File: src/rtl/proc_pkg.sv
// Shared definitions for the processor control unit: opcodes, state encoding
// and small decode helpers used by the control FSM, datapath top and bench.
package proc_pkg;

  localparam int PROC_DATA_W = 9;

  localparam logic [2:0] OP_MV  = 3'b000;
  localparam logic [2:0] OP_MVI = 3'b001;
  localparam logic [2:0] OP_ADD = 3'b010;
  localparam logic [2:0] OP_SUB = 3'b011;

  typedef enum logic [1:0] {
    T0 = 2'd0,
    T1 = 2'd1,
    T2 = 2'd2,
    T3 = 2'd3
  } state_e;

  function automatic logic is_alu_op(input logic [2:0] op);
    return (op == OP_ADD) || (op == OP_SUB);
  endfunction

  // Any opcode with the top bit set is undefined and retires as a NOP.
  function automatic logic is_illegal_op(input logic [2:0] op);
    return op[2];
  endfunction

endpackage

File: src/rtl/proc_control_unit_dec3to8.sv
// 3-bit binary to one-hot-8 decoder; all outputs zero when disabled.
module dec3to8 (
  input  logic       en_i,
  input  logic [2:0] sel_i,
  output logic [7:0] onehot_o
);

  always_comb begin
    onehot_o = 8'h00;
    if (en_i) begin
      onehot_o[sel_i] = 1'b1;
    end
  end

endmodule

File: src/rtl/proc_control_unit.sv
// Multicycle control FSM: fetches an instruction word into IR in T0 and
// sequences bus selects and register load enables over T1..T3.
//
// state | meaning
// T0    | idle / fetch: IRin follows Run, IR captures DIN on Run
// T1    | execute mv/mvi/illegal (final cycle), or read Rx into A for add/sub
// T2    | add/sub: drive Ry onto the bus, capture ALU result into G
// T3    | add/sub: write G back into Rx
module proc_control_unit
  import proc_pkg::*;
#(
  parameter int DATA_W = PROC_DATA_W
) (
  input  logic              Clock,
  input  logic              Resetn,
  input  logic              Run,
  input  logic [DATA_W-1:0] DIN,
  output logic              IRin,
  output logic [7:0]        Rin,
  output logic              Ain,
  output logic              Gin,
  output logic              AddSub,
  output logic [7:0]        SRout,
  output logic              SGout,
  output logic              SDout,
  output logic              Done,
  output logic              Illegal
);

  state_e     state_q, state_d;
  logic [8:0] ir_q;

  logic [2:0] op;
  logic [2:0] fld_x;
  logic [2:0] fld_y;
  logic [7:0] x_hot;
  logic [7:0] y_hot;

  assign op    = ir_q[8:6];
  assign fld_x = ir_q[5:3];
  assign fld_y = ir_q[2:0];

  dec3to8 u_dec_x (
    .en_i     (Resetn),
    .sel_i    (fld_x),
    .onehot_o (x_hot)
  );

  dec3to8 u_dec_y (
    .en_i     (Resetn),
    .sel_i    (fld_y),
    .onehot_o (y_hot)
  );

  always_ff @(posedge Clock or negedge Resetn) begin
    if (!Resetn) begin
      state_q <= T0;
      ir_q    <= '0;
    end else begin
      state_q <= state_d;
      if (state_q == T0 && Run) begin
        ir_q <= DIN[8:0];
      end
    end
  end

  always_comb begin
    state_d = state_q;
    IRin    = 1'b0;
    Rin     = 8'h00;
    Ain     = 1'b0;
    Gin     = 1'b0;
    AddSub  = 1'b0;
    SRout   = 8'h00;
    SGout   = 1'b0;
    SDout   = 1'b0;
    Done    = 1'b0;
    Illegal = 1'b0;

    case (state_q)
      T0: begin
        IRin = Run;
        if (Run) begin
          state_d = T1;
        end
      end

      T1: begin
        if (is_illegal_op(op)) begin
          Done    = 1'b1;
          Illegal = 1'b1;
          state_d = T0;
        end else if (is_alu_op(op)) begin
          SRout   = x_hot;
          Ain     = 1'b1;
          state_d = T2;
        end else if (op == OP_MVI) begin
          SDout   = 1'b1;
          Rin     = x_hot;
          Done    = 1'b1;
          state_d = T0;
        end else begin
          SRout   = y_hot;
          Rin     = x_hot;
          Done    = 1'b1;
          state_d = T0;
        end
      end

      T2: begin
        SRout   = y_hot;
        Gin     = 1'b1;
        AddSub  = op[0];
        state_d = T3;
      end

      T3: begin
        SGout   = 1'b1;
        Rin     = x_hot;
        Done    = 1'b1;
        state_d = T0;
      end

      default: state_d = T0;
    endcase

    // Outputs are held quiet for the whole reset window, including IRin.
    if (!Resetn) begin
      IRin    = 1'b0;
      Rin     = 8'h00;
      Ain     = 1'b0;
      Gin     = 1'b0;
      AddSub  = 1'b0;
      SRout   = 8'h00;
      SGout   = 1'b0;
      SDout   = 1'b0;
      Done    = 1'b0;
      Illegal = 1'b0;
    end
  end

endmodule

File: config.mk
export PLATFORM = sky130hd
export DESIGN_NAME = proc_control_unit
export DESIGN_NICKNAME = d
export VERILOG_FILES = /design/src/rtl/proc_pkg.sv /design/src/rtl/proc_control_unit_dec3to8.sv /design/src/rtl/proc_control_unit.sv
export SDC_FILE = /design/constraint.sdc
export NUM_CORES = 1
export LEC_CHECK = 0
export ABC_CLOCK_PERIOD_IN_PS = 2040
export BUFFER_PORTS_ARGS = -buffer_cell sky130_fd_sc_hd__buf_2
export CORE_MARGIN = 2
export CORE_UTILIZATION = 38
export CTS_CLUSTER_SIZE = 20
export DETAILED_ROUTE_END_ITERATION = 6
export GPL_ROUTABILITY_DRIVEN = 0
export PLACE_DENSITY = 0.69
export SKIP_CTS_REPAIR_TIMING = 1
export SLEW_MARGIN = 20
export SYNTH_ARGS = -nofsm -noshare
export SYNTH_HDL_FRONTEND = slang
export SYNTH_SLANG_ARGS = --single-unit
export TNS_END_PERCENT = 20
File: constraint.sdc
create_clock -name Clock -period 2.04 [get_ports Clock]
set_input_delay 0.102 -clock Clock [delete_from_list [all_inputs] [get_ports Clock]]
set_output_delay 0.102 -clock Clock [all_outputs]
set_load 0.01 [all_outputs]
==> run metrics <==
Post-Synth Simple-Gate Area 25.1%; Crit. End Element output port; Startpoint Class flop; FILL cells 245; CP endpoint SRout[0]; sequential element share of the synthesized area 28.3%; DP Cell Count 173; final hold vios 0; RSZ-0062 raised after global routing no; number of vias per cell 5.61; CP Cell Sequence inv_1 > ha_1 > nand4_1 > buf_4 > o32ai_1 > buf_2; Die W 54.6 microns; starting density of the core 39.6%; Synth area leaders dfrtp_1, mux2_2, o32ai_1; Syn. warnings 0; Final Critical Period 1.91 ns; Unique masters post-synth 32; worst vdd ir 753 uV; reg-to-reg slack, setup 0.49 ns; Std-Cell Rows 18; slew margin rel. 74.7%; crit path DAT 1.81 ns; H-tree lvl count 1; Synth top area share 28.3%; Hold Crit Depth 2; cell taking the most area after synthesis dfrtp_1; Layout Cells excl Fill 179; post-synthesis mux area share 10.4%; setup TNS 0 ns; antenna cell count 0; CTS root buf clkbuf_4; Remaining DRCs 0; largest net degree at the start of global routing 14; CTS tree done; hpwl dp 1900 microns; Worst path slowest cell dfrtp_1; total track usage 17.7%; Synth Area in Compound Gates 21.6%; drt total wl 2440 microns; Setup CP Type flop to output port; Max Slew Vio Count 0; initial antenna violation count 0; clock power share 9.3%; Post-Synth Adder-Cell Area 5.15%; Port Buffer Count 35; Power Internal 0.763 mW; Worst R2R Start state_q[0]; DRT iter0 DRCs 23; status complete, no violations; total power 1.54 mW; skew final 0.00102 ns; first-pass GRT wire length 3880 microns; CTS Buffer Depth 2; CTS Sinks 11; post-synthesis instance total 113; I/O Pins 36; max cap viols 0; Avg Cell Area, Syn 8.60 sq um; clock buffer count from CTS 3; Leak 0.574 nW; Core Box Area 2450 sq um; Final Cell Area 1190 sq um; synthesis-to-layout area growth 22.1%; routed wire length per instance 13.6 microns; Die Ht 54.6 microns; Reg power frac 36.3%; largest family of logic cells by synthesized area simple AND/OR/NAND/NOR gates; CP max FO 6; Post-Synth XOR/XNOR Area 0%; WP data required 1.94 ns; #FFs+latches synth 11; DRT antenna net count 0; placed cell area 1130 sq um; Clk Latency, worst-skew pair 0.26 ns; die area 2980 sq um; GRT overflow 0; Max Fclk 523 MHz; Hold WS 0.0692 ns; PwrDens 1300 nW/um^2; Final nets 166; synthesized cell area 972 sq um; reg2reg path depth 4; Syn Nets 129; commonest non-fill, non-tap cells in the layout buf_2, nor2_1, a21oi_1, dfrtp_1, mux2_2; Critical R2R Capture ir_q[2]; Largest stage delay, worst path 0.40 ns; vias 1004; Switch Pwr 0.781 mW; worst min path class primary input to flop; commonest non-fill, non-tap cell in the layout buf_2; hold_sp DIN[3]; worst slew pin tran 0.378 ns; Final period util 93.8%; combinational share of power 54.4%; clock transition at the registers of the reported paths 0.07 ns; drt pass-1 iters 4; vias in the first global route 899; switch share 50.6%; share of layout cells above drive strength 1 41.6%; Setup-failing EPs final 0
==> state kept, by name, indices dropped and copies added, names as in the netlist, named ones only <==
signal / cells
ir_q: 9
state_q: 1
==> metal layers <==
metal / share of wire, % / vias to the layer above / wire (microns) / GRT usage (%)
met2: 47 / 26 / 1160 / 27.2
li1: - / 491 / - / -
met4: 1.1 / 0 / 27 / 9.58
met1: 47 / 483 / 1140 / 24.5
met5: 0 / - / 0 / 0
met3: 4.5 / 4 / 110 / 1.37
==> cell type report <==
| class | count | area [sq um] | area share (%) |
|---|---|---|---|
| timing repair buffer | 38 | 200 | 16.9 |
| tap | 30 | 37.5 | 3.16 |
| multi-input combinational | 89 | 621 | 52.3 |
| sequential | 11 | 277 | 23.3 |
| inverter | 7 | 26.3 | 2.21 |
| clock buffer | 4 | 26.3 | 2.21 |
==> worst min path at each step <==
| stage | slack (ns) | to |
|---|---|---|
| floorplan | -0.19 | async pin |
| global placement | -0.03 | ir_q[7] |
| global route | 0.06 | ir_q[3] |
| detailed placement | -0.03 | ir_q[1] |
| CTS | -0.31 | ir_q[1] |
| finish | 0.07 | ir_q[3] |
==> worst max-delay path: cells and delay by family (launching register included) <==
family                     cells  cell delay (ns)
adders and majority gates      1             0.28
DFF                            1             0.40
AOI/OAI and AO/OA              1             0.29
buffers and inverters          3             0.46
and+or+nand+nor                1             0.12
==> Yosys cell counts <==
library cell	number
and2_1	2
o32ai_1	6
nor2_1	13
o211ai_2	2
nand4_1	3
clkbuf_8	2
buf_6	2
a21oi_2	1
inv_2	4
nand2b_1	4
nand2_1	6
and2_4	1
mux2_2	9
a21oi_1	10
buf_4	2
ha_1	4
and4_1	1
nor3_1	4
nand3_1	3
nor3b_1	1
nor2_4	1
nand3b_1	1
inv_1	3
or2_2	1
nor2b_1	1
and3_1	4
o21bai_1	1
a32oi_1	1
dfrtp_1	11
a31oi_1	6
o21ai_0	2
a41o_1	1
==> logic make-up after synthesis <==
| family | count (synthesis) |
|---|---|
| buffers and inverters | 13 |
| flip-flops | 11 |
| AO/OA/AOI/OAI | 30 |
| AND/OR/NAND/NOR | 46 |
| multiplexers | 9 |
| adder cells (fa/ha/maj) | 4 |
==> power groups by stage <==
stage | combinational, mW | clock (mW) | sequential [mW]
floorplan | 0.812 | 0 | 0.417
global placement | 0.786 | 0 | 0.543
detailed placement | 0.802 | 0 | 0.556
CTS | 0.806 | 0.148 | 0.552
global route | 0.930 | 0.157 | 0.588
finish | 0.840 | 0.143 | 0.561
==> per-stage QoR <==
step	utilization, %	worst slack, ns
floorplan	-	0.525
global placement	45.9	0.429
detailed placement	45.9	0.359
CTS	47.0	0.0538
global route	48.4	0.00800
finish	48.4	0.126
No activity file was read; power rests on OpenSTA's default activity.
